<file path="config.mk">
export PLATFORM = sky130hd
export DESIGN_NAME = render_sched
export DESIGN_NICKNAME = d
export VERILOG_FILES = /design/src/rtl/tower_pkg.sv /design/src/rtl/render_sched_rect_scan.sv /design/src/rtl/render_sched.sv
export SDC_FILE = /design/constraint.sdc
export NUM_CORES = 1
export LEC_CHECK = 0
export ABC_CLOCK_PERIOD_IN_PS = 4450
export CAP_MARGIN = 20
export CORE_MARGIN = 8
export CORE_UTILIZATION = 54
export CTS_CLUSTER_DIAMETER = 40
export CTS_CLUSTER_SIZE = 30
export DETAILED_ROUTE_END_ITERATION = 12
export MAX_ROUTING_LAYER = met4
export PLACE_DENSITY = 0.87
export SLEW_MARGIN = 20
export SYNTH_ARGS = -nofsm -noshare
export SYNTH_HDL_FRONTEND = slang
export SYNTH_SLANG_ARGS = --single-unit
</file>
<file path="constraint.sdc">
create_clock -name CLOCK_50 -period 4.45 [get_ports CLOCK_50]
set_input_delay 0.89 -clock CLOCK_50 [delete_from_list [all_inputs] [get_ports CLOCK_50]]
set_output_delay 0.89 -clock CLOCK_50 [all_outputs]
set_load 0.03 [all_outputs]
</file>
<file path="src/rtl/tower_pkg.sv">
// rtl/tower_pkg.sv - shared state type and size defaults for the sprite render scheduler
// Contents: state_e FSM encoding, default screen/sprite geometry, colour width.
// Optional feature macro: RENDER_CLEAR_EN (adds the ST_CLEAR full-screen wipe state).
package tower_pkg;

    localparam int SCREEN_W_DEF = 160;
    localparam int SCREEN_H_DEF = 120;
    localparam int SPR_W_DEF    = 4;
    localparam int SPR_H_DEF    = 4;
    localparam int COLOUR_W     = 3;

`ifdef RENDER_CLEAR_EN
    typedef enum logic [2:0] {ST_CLEAR, ST_IDLE, ST_ERASE, ST_DRAW, ST_DONE} state_e;
`else
    typedef enum logic [2:0] {ST_IDLE, ST_ERASE, ST_DRAW, ST_DONE} state_e;
`endif

endpackage

</file>
<file path="src/rtl/render_sched_rect_scan.sv">
// rtl/render_sched_rect_scan.sv - row-major pixel scanner over an origin/size rectangle
// Ports: clk_i/rst_i clock and sync active-high reset; start_i restarts the scan at offset (0,0);
//        step_i advances one pixel (x offset fastest, wraps to (0,0) after the last pixel);
//        org_x_i/org_y_i rectangle origin; size_w_i/size_h_i rectangle size;
//        px_o/py_o current pixel, one bit wider than the screen coordinate so a wrapped
//        add stays visible to the caller; last_o high on the final pixel of the rectangle.
module rect_scan (
    input  logic       clk_i,
    input  logic       rst_i,
    input  logic       start_i,
    input  logic       step_i,
    input  logic [7:0] org_x_i,
    input  logic [6:0] org_y_i,
    input  logic [7:0] size_w_i,
    input  logic [6:0] size_h_i,
    output logic [8:0] px_o,
    output logic [7:0] py_o,
    output logic       last_o
);

    logic [7:0] cx_q, cx_d;
    logic [6:0] cy_q, cy_d;
    logic       end_x;

    assign end_x  = (cx_q == size_w_i - 8'd1);
    assign last_o = end_x && (cy_q == size_h_i - 7'd1);
    assign px_o   = {1'b0, org_x_i} + {1'b0, cx_q};
    assign py_o   = {1'b0, org_y_i} + {1'b0, cy_q};

    always_comb begin
        cx_d = cx_q;
        cy_d = cy_q;
        if (start_i) begin
            cx_d = '0;
            cy_d = '0;
        end else if (step_i) begin
            if (end_x) begin
                cx_d = '0;
                cy_d = last_o ? 7'd0 : cy_q + 7'd1;
            end else begin
                cx_d = cx_q + 8'd1;
            end
        end
    end

    always_ff @(posedge clk_i) begin
        if (rst_i) begin
            cx_q <= '0;
            cy_q <= '0;
        end else begin
            cx_q <= cx_d;
            cy_q <= cy_d;
        end
    end

endmodule

</file>
<file path="src/rtl/render_sched.sv">
// rtl/render_sched.sv - sprite erase/redraw scheduler with wall-pixel arbitration onto one video write port
// Ports: CLOCK_50 clock; reset sync active-high; frame_tick starts a redraw;
//        dude_x/dude_y/dude_colour new sprite; bg_colour erase/clear colour;
//        wall_req/wall_x/wall_y/wall_colour wall pixel request, wall_ack combinational grant;
//        x/y/colour/plot registered video write port; busy high outside IDLE;
//        frame_done one-cycle pulse after each redraw.
// Optional feature macro: RENDER_CLEAR_EN (wipe the whole screen to bg_colour after reset).
module render_sched
    import tower_pkg::*;
#(
    parameter int SCREEN_W = SCREEN_W_DEF,
    parameter int SCREEN_H = SCREEN_H_DEF,
    parameter int SPR_W    = SPR_W_DEF,
    parameter int SPR_H    = SPR_H_DEF
) (
    input  logic                CLOCK_50,
    input  logic                reset,
    input  logic                frame_tick,
    input  logic [7:0]          dude_x,
    input  logic [6:0]          dude_y,
    input  logic [COLOUR_W-1:0] dude_colour,
    input  logic [COLOUR_W-1:0] bg_colour,
    input  logic                wall_req,
    input  logic [7:0]          wall_x,
    input  logic [6:0]          wall_y,
    input  logic [COLOUR_W-1:0] wall_colour,
    output logic                wall_ack,
    output logic [7:0]          x,
    output logic [6:0]          y,
    output logic [COLOUR_W-1:0] colour,
    output logic                plot,
    output logic                busy,
    output logic                frame_done
);

`ifdef RENDER_CLEAR_EN
    localparam state_e RESET_STATE = ST_CLEAR;
`else
    localparam state_e RESET_STATE = ST_IDLE;
`endif

    state_e              state_q, state_d;
    logic                pending_q, pending_d;
    logic                prev_valid_q, prev_valid_d;
    logic [7:0]          prev_x_q, prev_x_d, cur_x_q, cur_x_d, x_q, x_d;
    logic [6:0]          prev_y_q, prev_y_d, cur_y_q, cur_y_d, y_q, y_d;
    logic [COLOUR_W-1:0] cur_c_q, cur_c_d, colour_q, colour_d;
    logic                plot_q, plot_d, frame_done_q, frame_done_d;

    logic                go, emit, scan_start, scan_step, scan_last;
    logic [7:0]          org_x, size_w;
    logic [6:0]          org_y, size_h;
    logic [8:0]          scan_px, emit_px;
    logic [7:0]          scan_py, emit_py;
    logic [COLOUR_W-1:0] emit_c;

    assign go         = frame_tick | pending_q;
    assign busy       = (state_q != ST_IDLE);
    assign x          = x_q;
    assign y          = y_q;
    assign colour     = colour_q;
    assign plot       = plot_q;
    assign frame_done = frame_done_q;

    // Scan rectangle selection lives apart from the main next-state block so the
    // scanner's pixel output never feeds back into the block that picks its origin.
    // In IDLE the origin is pre-selected so the first pixel leaves on the start edge.
    always_comb begin
        org_x  = cur_x_q;
        org_y  = cur_y_q;
        size_w = 8'(SPR_W);
        size_h = 7'(SPR_H);
        case (state_q)
`ifdef RENDER_CLEAR_EN
            ST_CLEAR: begin
                org_x  = '0;
                org_y  = '0;
                size_w = 8'(SCREEN_W);
                size_h = 7'(SCREEN_H);
            end
`endif
            ST_IDLE: begin
                org_x = prev_valid_q ? prev_x_q : dude_x;
                org_y = prev_valid_q ? prev_y_q : dude_y;
            end
            ST_ERASE: begin
                org_x = prev_x_q;
                org_y = prev_y_q;
            end
            default: ;
        endcase
    end

    rect_scan u_scan (
        .clk_i    (CLOCK_50),
        .rst_i    (reset),
        .start_i  (scan_start),
        .step_i   (scan_step),
        .org_x_i  (org_x),
        .org_y_i  (org_y),
        .size_w_i (size_w),
        .size_h_i (size_h),
        .px_o     (scan_px),
        .py_o     (scan_py),
        .last_o   (scan_last)
    );

    always_comb begin
        state_d      = state_q;
        pending_d    = pending_q;
        prev_valid_d = prev_valid_q;
        prev_x_d     = prev_x_q;
        prev_y_d     = prev_y_q;
        cur_x_d      = cur_x_q;
        cur_y_d      = cur_y_q;
        cur_c_d      = cur_c_q;
        frame_done_d = 1'b0;
        wall_ack     = 1'b0;
        scan_start   = 1'b0;
        scan_step    = 1'b0;
        emit         = 1'b0;
        emit_px      = scan_px;
        emit_py      = scan_py;
        emit_c       = cur_c_q;

        // A tick while busy is remembered once; later ones collapse into it.
        if (state_q != ST_IDLE && frame_tick) begin
            pending_d = 1'b1;
        end

        case (state_q)
`ifdef RENDER_CLEAR_EN
            ST_CLEAR: begin
                emit      = 1'b1;
                emit_c    = bg_colour;
                scan_step = 1'b1;
                if (scan_last) state_d = ST_IDLE;
            end
`endif
            ST_IDLE: begin
                if (go) begin
                    pending_d = 1'b0;
                    cur_x_d   = dude_x;
                    cur_y_d   = dude_y;
                    cur_c_d   = dude_colour;
                    emit      = 1'b1;
                    scan_step = 1'b1;
                    emit_c    = prev_valid_q ? bg_colour : dude_colour;
                    state_d   = prev_valid_q ? ST_ERASE : ST_DRAW;
                end else begin
                    scan_start = 1'b1;
                    if (wall_req) begin
                        wall_ack = 1'b1;
                        emit     = 1'b1;
                        emit_px  = {1'b0, wall_x};
                        emit_py  = {1'b0, wall_y};
                        emit_c   = wall_colour;
                    end
                end
            end
            ST_ERASE: begin
                emit      = 1'b1;
                emit_c    = bg_colour;
                scan_step = 1'b1;
                if (scan_last) state_d = ST_DRAW;
            end
            ST_DRAW: begin
                emit      = 1'b1;
                scan_step = 1'b1;
                if (scan_last) state_d = ST_DONE;
            end
            ST_DONE: begin
                frame_done_d = 1'b1;
                prev_x_d     = cur_x_q;
                prev_y_d     = cur_y_q;
                prev_valid_d = 1'b1;
                state_d      = ST_IDLE;
            end
            default: state_d = ST_IDLE;
        endcase

        // The wide sums catch both off-screen coordinates and 8-bit column wrap.
        plot_d   = emit && (emit_px < 9'(SCREEN_W)) && (emit_py < 8'(SCREEN_H));
        x_d      = plot_d ? emit_px[7:0] : x_q;
        y_d      = plot_d ? emit_py[6:0] : y_q;
        colour_d = plot_d ? emit_c : colour_q;
    end

    always_ff @(posedge CLOCK_50) begin
        if (reset) begin
            state_q      <= RESET_STATE;
            pending_q    <= 1'b0;
            prev_valid_q <= 1'b0;
            prev_x_q     <= '0;
            prev_y_q     <= '0;
            cur_x_q      <= '0;
            cur_y_q      <= '0;
            cur_c_q      <= '0;
            plot_q       <= 1'b0;
            x_q          <= '0;
            y_q          <= '0;
            colour_q     <= '0;
            frame_done_q <= 1'b0;
        end else begin
            state_q      <= state_d;
            pending_q    <= pending_d;
            prev_valid_q <= prev_valid_d;
            prev_x_q     <= prev_x_d;
            prev_y_q     <= prev_y_d;
            cur_x_q      <= cur_x_d;
            cur_y_q      <= cur_y_d;
            cur_c_q      <= cur_c_d;
            plot_q       <= plot_d;
            x_q          <= x_d;
            y_q          <= y_d;
            colour_q     <= colour_d;
            frame_done_q <= frame_done_d;
        end
    end

endmodule
</file>
==> results list, run 1 <==
- Chip Height: 103 um
- Mapped cell area: 4080 um^2
- Kind of start point of the critical path: flop
- After clock tree synthesis, the clock-pin slew on the worst setup and hold paths is 0.08 ns.
* Fill cell count: 591
- Clock tree synthesis found a total of 72 sinks.
* Async set or reset register ratio after synthesis: 0%
- The floorplan step defined a die boundary enclosing 10,600 um^2.
- Total power draw: roughly 0.0034 W
- The sequential cells in the finished layout cover a total of 1440 um^2.
- Simple-Gate Fraction of Synth Area: between 10% and 20%
* Period utilisation layout: 93.7%
- Post-synthesis cell type with the largest combined area: sky130_fd_sc_hd__dfxtp_1
* Initial cell density of the core: 56.0%
- Actual transition at the worst max-transition pin: 1.13 ns
* Clock insertion delay at the later pin of the skew report: around 0.38 ns
- Routed WL per cell: around 17 um
- Endpoints failing setup: 0
- At the worst endpoint, the arrival time is between 4 and 5 ns.
- Distinct cells, synth: 48
- The floorplan has 31 rows.
- Cells taking the most area after synthesis: sky130_fd_sc_hd__dfxtp_1 35%, sky130_fd_sc_hd__ha_1 7.4%, sky130_fd_sc_hd__mux2i_1 7.1%
- Max-cap violations in this run came to 0.
* Detailed router's first-iteration violation count: roughly 290
- Derived from the worst setup path, the maximum achievable clock frequency is 240 MHz.
* Commonest register cell after synthesis: sky130_fd_sc_hd__dfxtp_1
- Initial antenna violation count: 0
- The count of buffers added on input and output ports is 64.
* Share of synthesized area occupied by flip-flops and latches: about a third
- Post-route insts no fill: 656
- Weighted congestion at the end of routability-driven global placement: ~0.9
- Synthesis inferred 72 register bits.
- Portion of netlist area occupied by mux cells: 9.04%
- Across all layers, the routed design uses around 4,000 vias.
* Most common library cell in the layout ignoring fill and taps: sky130_fd_sc_hd__dfxtp_1
* Number of pins exceeding their max-slew limit in the final report: 0
* Hold Vio Cnt, Final: 0
* Worst slew margin: 24.4%
* Required time worst endpoint: ~4.7 ns
- The worst setup path is captured at a flop.
* Internal power component: 0.00187 W
- Number of buffers created by CTS: 9
* Outcome: completed
- Half-perimeter wire length of the detailed placement result: 8160 um
* Top cell type's share of synthesized area: 35.3%
- Clock group share of total power: a little under a fifth
- Post-Synth Adder-Cell Area: 8.34%
* CP Max Fanout: 13
- Total gr overflow: 0
* DRC errors left: 0
* Pwr dens: 670 nW/um^2
- Number of global-route vias before repair: approximately 3,800
* Total negative setup slack: 0 ns
- Top library cells by usage in the layout, fill and taps aside: 72 x sky130_fd_sc_hd__dfxtp_1, 69 x sky130_fd_sc_hd__nand2_1, 63 x sky130_fd_sc_hd__clkdlybuf4s50_1
- Minimum clock period: ~4.2 ns
- For this design the top-level I/O count stands at 65.
* Synth Net Count: 564
- First drt pass iteration count: 7
* Wire length of the first global-routing pass: 18,000 um
- Global routing consumed, over all layers together, between 20 and 25% of the routing resources.
- Sequential cells account for between 20 and 25% of the total power.
* Class of the worst hold path: reg -> reg
- For this run, the number of Yosys warnings is 0.
* Dominant combinational cell family by area after synthesis: compound AO/OA/AOI/OAI gates
* Net switching fraction of the power: 44.6%
- Cells with a size suffix above 1 make up 8.08% of the layout.
- Setup repair after global routing left no endpoint under its margin.
- Layout Nets: 621
- The root buffer cell chosen for the clock tree is sky130_fd_sc_hd__clkbuf_8.
- Wires add up to 11,200 um.
- Syn_area_per_cell: between 8 and 9 um^2
* Post-synthesis compound-gate area fraction: 20.3%
- The worst-case IR drop observed on VDD is 0.279 mV.
- For the final database, setup skew stands at roughly 0.012 ns.
- Multi-input logic area: 2480 um^2
- Clock tree from TritonCTS: built
- The floorplan step defined a core boundary enclosing about 7300 um^2.
- Summing the areas of all xor and xnor instances in the mapped netlist gives 4.72% of the synthesized area.
- No sink is reached through more buffers than the 2 on the longest clock path.
- Entering global routing, the biggest net connects 58 pins.
- After detailed routing, the number of vias per cell comes to 5.92.
- The count of nets left with antenna violations once routing finished came out at 0.
- Counting flops with a built-in enable in the synthesized netlist gives 0.
- Measured along the x axis, the die boundary spans between 100 and 150 um.
* Static power due to leakage: 2.07 nW
- Once placement completed, the tool counted placed cells totaling 640.
- Count of inserted antenna diode cells: 0
* Area growth, synth to finish: 23.3%
- For this design the total switching power over the nets is 0.00150 W.
- Total number of H-tree levels: 3
* Part of the total power dissipated in combinational logic: between 50% and 60%
- Post-synthesis instance total: 495
* Category of the most critical setup path: reg -> reg
## Yosys cell counts, types with 11 or more instances
master / instances
sky130_fd_sc_hd__xor2_1: 13
sky130_fd_sc_hd__o21ai_0: 12
sky130_fd_sc_hd__nand2_1: 69
sky130_fd_sc_hd__inv_1: 12
sky130_fd_sc_hd__a22oi_1: 15
sky130_fd_sc_hd__a211oi_1: 17
sky130_fd_sc_hd__clkbuf_1: 23
sky130_fd_sc_hd__mux2i_1: 29
sky130_fd_sc_hd__dfxtp_1: 72
sky130_fd_sc_hd__nor2_1: 58
sky130_fd_sc_hd__ha_1: 24
sky130_fd_sc_hd__nand3_1: 11
sky130_fd_sc_hd__a21oi_1: 56
## worst max-delay path, stage by stage (launching register included)
cell                       delay [ns]
sky130_fd_sc_hd__dfxtp_1         0.39
sky130_fd_sc_hd__inv_1           0.12
sky130_fd_sc_hd__ha_1            0.30
sky130_fd_sc_hd__a21o_2          0.33
sky130_fd_sc_hd__a22oi_1         0.23
sky130_fd_sc_hd__a21oi_1         0.10
sky130_fd_sc_hd__ha_1            0.22
sky130_fd_sc_hd__fa_1            0.43
sky130_fd_sc_hd__a211oi_1        0.26
sky130_fd_sc_hd__o21ai_0         0.16
sky130_fd_sc_hd__xnor2_1         0.29
sky130_fd_sc_hd__a21oi_1         0.14
sky130_fd_sc_hd__a211o_1         0.33
sky130_fd_sc_hd__a21o_1          0.28
sky130_fd_sc_hd__buf_4           0.22
sky130_fd_sc_hd__a211oi_1        0.26
## worst paths after layout
| path | depth (start not counted) | slack, ns | startpoint | end |
|---|---|---|---|---|
| worst min-delay path | 2 | 0.46 | x[4]$_SDFFE_PP0P_ | x[4]$_SDFFE_PP0P_ |
| worst max register to register | 15 | 0.28 | state_q[1]$_SDFFE_PP0P_ | x[5]$_SDFFE_PP0P_ |
| worst max-delay path | 15 | 0.28 | state_q[1]$_SDFFE_PP0P_ | x[5]$_SDFFE_PP0P_ |
| worst min register to register | 2 | 0.46 | x[4]$_SDFFE_PP0P_ | x[4]$_SDFFE_PP0P_ |
## power groups by stage
stage	sequential [W]	combinational, W	clock (W)
final	0.000832	0.00192	0.000617
after global routing	0.000846	0.00208	0.000654
after CTS	0.000831	0.00189	0.000625
after detailed placement	0.000846	0.00187	0
after global placement	0.000838	0.00182	0
after floorplan	0.000945	0.00124	0
## cells by family after synthesis
logic type	Yosys count
AO/OA/AOI/OAI	131
XOR/XNOR	22
adder cells (fa/ha/maj)	26
buffers and inverters	40
flip-flops	72
multiplexers	36
AND/OR/NAND/NOR	168
## per-layer routing
metal  up-vias  GRT usage (%)  part of all wire (%)
met5         -              -                     0
met4         0           9.01                   2.4
met3        27           5.20                   7.7
met2       171           36.8                    49
met1      1823           25.6                    41
li1       1864              -                     -
## sequential cells by signal, summed over array words and instances (netlist names)
| register | cells |
|---|---|
| u_scan.cx_q | 8 |
| state_q | 2 |
| y | 7 |
| cur_y_q | 7 |
| prev_x_q | 8 |
| prev_valid_q | 1 |
| pending_q | 1 |
| cur_c_q | 3 |
| colour | 3 |
| u_scan.cy_q | 7 |
| cur_x_q | 8 |
| plot | 1 |
| x | 8 |
| frame_done | 1 |
| prev_y_q | 7 |
## layout make-up
class	instances	share of cell area, %
multi-input cells	383	49.2
clock buffers	10	2.73
repair buffers	74	14.1
clock inverters	6	1.94
inverters	12	0.895
flip-flops and latches	72	28.6
well taps	99	2.46
## timing repair
item	4_1_cts	5_1_grt
setup buffers	0	0
gates resized for setup	0	5
hold buffers	0	0
setup endpoints to repair	0	8
## metrics by stage
step           hold slack (ns)  worst slack [ns]  cell area (um^2)  utilization (%)
2_1_floorplan            0.446             0.443              4080                -
3_3_place_gp             0.446             0.321              4790             65.6
3_5_place_dp             0.451             0.106              4790             65.6
4_1_cts                  0.462             0.159              5020             68.9
5_1_grt                  0.487            0.0231              5030             69.0
6_report                 0.461             0.278              5030             69.0
Power figures use the tool's default switching activity.
==> run 2: changes to the inputs <==
- ABC_CLOCK_PERIOD_IN_PS: 4450 -> not set
==> results of run 2 <==
No change in the layout: final DEF, timing and power equal those of run 1.
==> RTL edit 1 (flow settings as in run 1) <==
Change the package constant `COLOUR_W` from 3 to 6.
--- a/src/rtl/tower_pkg.sv
+++ b/src/rtl/tower_pkg.sv
@@ -9,3 +9,3 @@
     localparam int SPR_H_DEF    = 4;
-    localparam int COLOUR_W     = 3;
+    localparam int COLOUR_W     = 6;
 
Interface: changed (resized bg_colour, colour, dude_colour and wall_colour); port bits go from 65 to 77. The function was not compared with the original's and may differ.
==> RTL edit 1 against run 1 <==
Setup slack better by 0.085 ns; largest power group unchanged; non-clock buffer count is 18 higher; power increased by 10%; routed wire length up 15%; clock skew up 0.0016 ns; synthesized area rose by 13%; critical endpoint is now y[6]$_SDFFE_PP0P_; critical path depth shrank 1; design area is 12% higher; sequential cell count increased by 6; largest cell class unchanged.
==> RTL edit 1: results (changes against run 1) <==
stage;metric;value;unit;change
run_status;status;finished clean;;
placement;I/O Buffers;76;;+19%
timing;Worst Tran Pin Value;1.04;ns;-0.0954 ns
critical_path;FF-to-FF path depth;14;;-1
global_route;grt met1 use;0.259;;+0.00346
synth;Synth cell types;63;;+31%
critical_path;FF-to-FF setup slack;0.36;ns;+0.09 ns
hold_path;Hold Path End;cur_y_q[0]$_SDFFE_PP0P_;;
power;Worst IR Drop VDD;0.264;mV;-5.4%
global_route;GRT Total Usage;0.227;;+0.00379
power;Psw;1.75;mW;+16%
synth;sequential share of the synthesized area;0.339;;-0.0135
critical_path;crit path max fanout;15;;+2
detailed_routing;initial DRC count;269;;-7.6%
synth;synth top area cells;dfxtp_1, a21oi_1, ha_1;;
critical_path;CP startpoint;state_q[0]$_SDFFE_PP0P_;;
detailed_routing;detailed-route via count;4431;;+14%
finish;Net count, final;710;;+14%
global_route;first-pass GRT wire length;21000;µm;+17%
synth;synth cell count leaders;dfxtp_1, a21oi_1, nand2_1;;
critical_path;FF-to-FF End;y[6]$_SDFFE_PP0P_;;
synth;Syn Nets;639;;+13%
placement;Post-DP HPWL;9600;µm;+18%
hold_path;origin of the worst min-delay path;cur_y_q[0]$_SDFFE_PP0P_;;
placement;GP Congestion;0.932;;+1.5%
finish;fraction of layout cells with a size suffix above 1;0.0835;;+0.00267
critical_path;delay of the slowest critical-path stage;0.46;ns;+0.03 ns
detailed_routing;DRT Pass-1 Iters;5;;-2
placement;pre-CTS worst setup slack;0.220;ns;+0.114 ns
floorplanning;die area;11700;µm²;+11%
global_route;met3 Use GR;0.0434;;-0.00857
global_route;met2 Resource Use GR;0.383;;+0.0150
global_route;largest net degree at the start of global routing;45;;-22%
RTL edit 1: changes by cell type after synthesis, sizes merged, moves of 4 or more:
cell / delta
dfxtp: +6
o21ai: +5
mux2i: -5
mux2: -4
nor2: +8
a2111o: +4
a311oi: +4
a21oi: +19
buf: +5
RTL edit 1: area by class of cell:
class | count | area (µm²)
Clock inverter | 7 | 77.6
Inverter | 14 | 52.6
Tap cell | 105 | 131
Multi-Input combinational cell | 435 | 2840
Clock buffer | 9 | 124
Timing Repair Buffer | 92 | 876
Fill cell | 643 | 2600
Sequential cell | 78 | 1560
RTL edit 1: worst register-to-register path: cells and delay by family (launching register included):
family / cells / cell delay (ns)
XOR/XNOR: 1 / 0.16
buffers and inverters: 2 / 0.35
AO/OA/AOI/OAI: 7 / 2.03
flip-flops: 1 / 0.45
adder cells (fa/ha/maj): 2 / 0.71
AND/OR/NAND/NOR: 2 / 0.27
RTL edit 1: per-layer routing:
layer | share of wire | wire (µm)
met3 | 0.071 | 906
met4 | 0.027 | 350
met5 | 0 | 0
met1 | 0.41 | 5250
met2 | 0.49 | 6320
RTL edit 1: worst max-delay path by stage:
stage / end / slack [ns] / depth (start not counted)
final: y[6]$_SDFFE_PP0P_ / 0.36 / 14
after CTS: y[6]$_SDFFE_PP0P_ / 0.30 / 14
after global routing: y[3]$_SDFFE_PP0P_ / 0.05 / 14
after floorplan: x[0]$_SDFFE_PP0P_ / 0.54 / 18
after global placement: y[6]$_SDFFE_PP0P_ / 0.33 / 12
after detailed placement: y[6]$_SDFFE_PP0P_ / 0.22 / 12
RTL edit 1: kinds of logic (layout without fill, tap and decap cells):
group	count (synthesis)	in the layout	synth area share
and+or+nand+nor	194	194	0.197
AOI/OAI and AO/OA	168	168	0.245
DFF	78	78	0.339
buffers and inverters	46	122	0.0452
adders and majority gates	28	28	0.0794
muxes	27	27	0.0596
xor gates and xnor gates	18	18	0.0343
RTL edit 1: power groups by stage:
stage | clock [mW] | sequential [mW] | combinational (mW)
after floorplan | 0 | 1.01 | 1.50
after global placement | 0 | 0.908 | 2.16
after detailed placement | 0 | 0.916 | 2.21
after CTS | 0.566 | 0.899 | 2.23
after global routing | 0.598 | 0.913 | 2.46
final | 0.562 | 0.901 | 2.25
RTL edit 1: repair_timing:
action / 4_1_cts / 5_1_grt
resized for setup: 0 / 1
hold buffers: 0 / 0
setup endpoints to repair: 0 / 14
hold endpoints to repair: 0 / 0
RTL edit 1: stage by stage:
stage                     utilization  area, µm²  total power [mW]  cells
after detailed placement        0.660       5450              3.13    724
after CTS                       0.685       5650              3.70    740
after global routing            0.685       5660              3.97    740
after floorplan                     -       4600              2.51    559
after global placement          0.660       5450              3.07    724
final                           0.685       5660              3.71    740
==> RTL edit 2 (settings of run 1) <==
Without the edit above. `cx_q` no longer has a reset.
--- a/src/rtl/render_sched_rect_scan.sv
+++ b/src/rtl/render_sched_rect_scan.sv
@@ -47,6 +47,4 @@
         if (rst_i) begin
-            cx_q <= '0;
             cy_q <= '0;
         end else begin
-            cx_q <= cx_d;
             cy_q <= cy_d;
@@ -55,2 +53,6 @@
 
+    always_ff @(posedge clk_i) begin
+        cx_q <= cx_d;
+    end
+
 endmodule
Formal check against the unedited RTL: not equivalent (a bounded check fails within 4 cycles, from zero or initial values and one cycle with reset high).
==> RTL edit 2 against run 1 <==
Setup slack better by 0.083 ns; count of clock-buffer cells in the layout up 3; core utilization is 1.3 points lower; sequential power increased by 3.5%; design area down 2.9%; routed wire length fell by 4.1%; synthesized area decreased by 2.1%; sequential cell count stayed put; power down 9.7%; critical path type unchanged; largest cell class unchanged.
==> RTL edit 2: results (changes against run 1) <==
stage;metric;value;unit;change
run_status;status;finished clean;;
synth;synth top area cells;dfxtp_1, ha_1, a21oi_1;;
finish;Layout fillers;594;;+0.51%
global_route;largest net degree at the start of global routing;38;;-34%
timing;Slew headroom;0.528;;+0.283
global_route;first-pass GRT wire length;17400;µm;-3.2%
cts;Worst-path clk slew;0.08;ns;about the same
timing;Clock Skews;0.00923;ns;-0.00285 ns
synth;Syn Nets;528;;-6.4%
placement;Post-DP HPWL;7860;µm;-3.7%
synth;synth cell count leaders;dfxtp_1, nand2_1, nor2_1;;
global_route;GRT Total Usage;0.217;;-0.00622
critical_path;Critical Path AT;4.36;ns;-0.09 ns
detailed_routing;Vias/cell;5.94;;+0.28%
hold_path;Min-Delay Path Class;flip-flop to flip-flop;;
critical_path;Critical-path top delay cell;a222oi_1;;
synth;Synth cell types;58;;+21%
cts;clk_lat worst skew;0.36;ns;-0.02 ns
synth;Cells after Synth;459;;-7.3%
placement;I/O Buffers;64;;unchanged
cts;CTS Buf Count;9;;unchanged
synth;Ys Warns;0;;unchanged
global_route;vias in the first global route;3576;;-5.7%
detailed_routing;initial DRC count;264;;-9.3%
critical_path;crit path max fanout;17;;+4
finish;Net count, final;586;;-5.6%
synth;sequential share of the synthesized area;0.361;;+0.00774
detailed_routing;total detailed-routing wirelength;10700;µm;-4.1%
timing;Hold Fails Final Rpt;0;;unchanged
placement;pre-CTS worst setup slack;0.182;ns;+0.0759 ns
power;Worst IR Drop VDD;0.309;mV;+11%
placement;GP Congestion;0.899;;-2.0%
power;Leak;1.99;nW;-3.9%
placement;placed inst area;4680;µm²;-2.3%
finish;fraction of layout cells with a size suffix above 1;0.0883;;+0.00750
hold_path;origin of the worst min-delay path;cur_c_q[2]$_SDFFE_PP0P_;;
placement;Placed Instances;604;;-5.6%
detailed_routing;detailed-route via count;3682;;-5.2%
[RTL edit 2: cell count changes after synthesis, sizes merged, moves of 8 or more]
| cell | run 1 | this run |
|---|---|---|
| buf | 5 | 14 |
| inv | 12 | 22 |
| a222oi | 0 | 18 |
| a22oi | 15 | 0 |
| a311oi | 1 | 10 |
| nor2 | 58 | 50 |
| a211oi | 18 | 9 |
| clkbuf | 23 | 12 |
| mux2i | 29 | 20 |
| nand2 | 69 | 60 |
[RTL edit 2: final cells by class]
type / instances / area share
Clock buffer: 13 / 0.0366
Clock inverter: 2 / 0.00256
Inverter: 22 / 0.0169
Multi-Input combinational cell: 339 / 0.477
Sequential cell: 72 / 0.295
Tap cell: 99 / 0.0253
Timing Repair Buffer: 73 / 0.146
[RTL edit 2: what timing repair did]
action                     in CTS  in global routing
hold buffers                    0                  0
buffers inserted                0                  1
gates resized for setup         0                  1
setup endpoints to repair       0                 15
[RTL edit 2: cell families (layout without fill, tap and decap cells)]
| kind of cell | after synthesis | after routing | share of synthesized area |
|---|---|---|---|
| multiplexers | 20 | 20 | 0.0501 |
| AND/OR/NAND/NOR | 152 | 152 | 0.174 |
| adder cells (fa/ha/maj) | 26 | 26 | 0.0852 |
| XOR/XNOR | 19 | 19 | 0.0417 |
| AO/OA/AOI/OAI | 122 | 122 | 0.233 |
| buffers and inverters | 48 | 110 | 0.0551 |
| flip-flops | 72 | 72 | 0.361 |
[RTL edit 2: worst paths after layout]
| kind | end | slack (ns) | cells after the start |
|---|---|---|---|
| max | y[0]$_SDFFE_PP0P_ | 0.36 | 14 |
| min | cur_c_q[2]$_SDFFE_PP0P_ | 0.46 | 2 |
| max reg2reg | y[0]$_SDFFE_PP0P_ | 0.36 | 14 |
| min reg2reg | cur_c_q[2]$_SDFFE_PP0P_ | 0.46 | 2 |
[RTL edit 2: worst reg2reg max path, cell delays in order (launching register included)]
cell and delay, ns:
dfxtp_1 0.39, inv_1 0.11, ha_1 0.30, a21o_1 0.41, a222oi_1 0.44, inv_1 0.08
ha_1 0.24, fa_1 0.43, a211oi_1 0.24, o21ai_1 0.13, xor2_1 0.15, mux2i_1 0.30
a21o_2 0.39, a21oi_1 0.14, a311oi_2 0.26
[RTL edit 2: metal layers]
layer / up-vias / GRT usage / routed length, µm
met5: - / - / 0
met4: 0 / 0.0892 / 197
met3: 17 / 0.0416 / 834
met2: 154 / 0.339 / 4850
met1: 1748 / 0.268 / 4840
li1: 1763 / - / -
[RTL edit 2: report_power, final]
group | internal (mW) | leakage (nW) | total [mW] | switching [mW]
Sequential | 0.770 | 0.588 | 0.861 | 0.0904
Clock | 0.259 | 0.0975 | 0.499 | 0.240
Combinational | 0.672 | 1.30 | 1.68 | 1.01
Total | 1.70 | 1.99 | 3.04 | 1.34
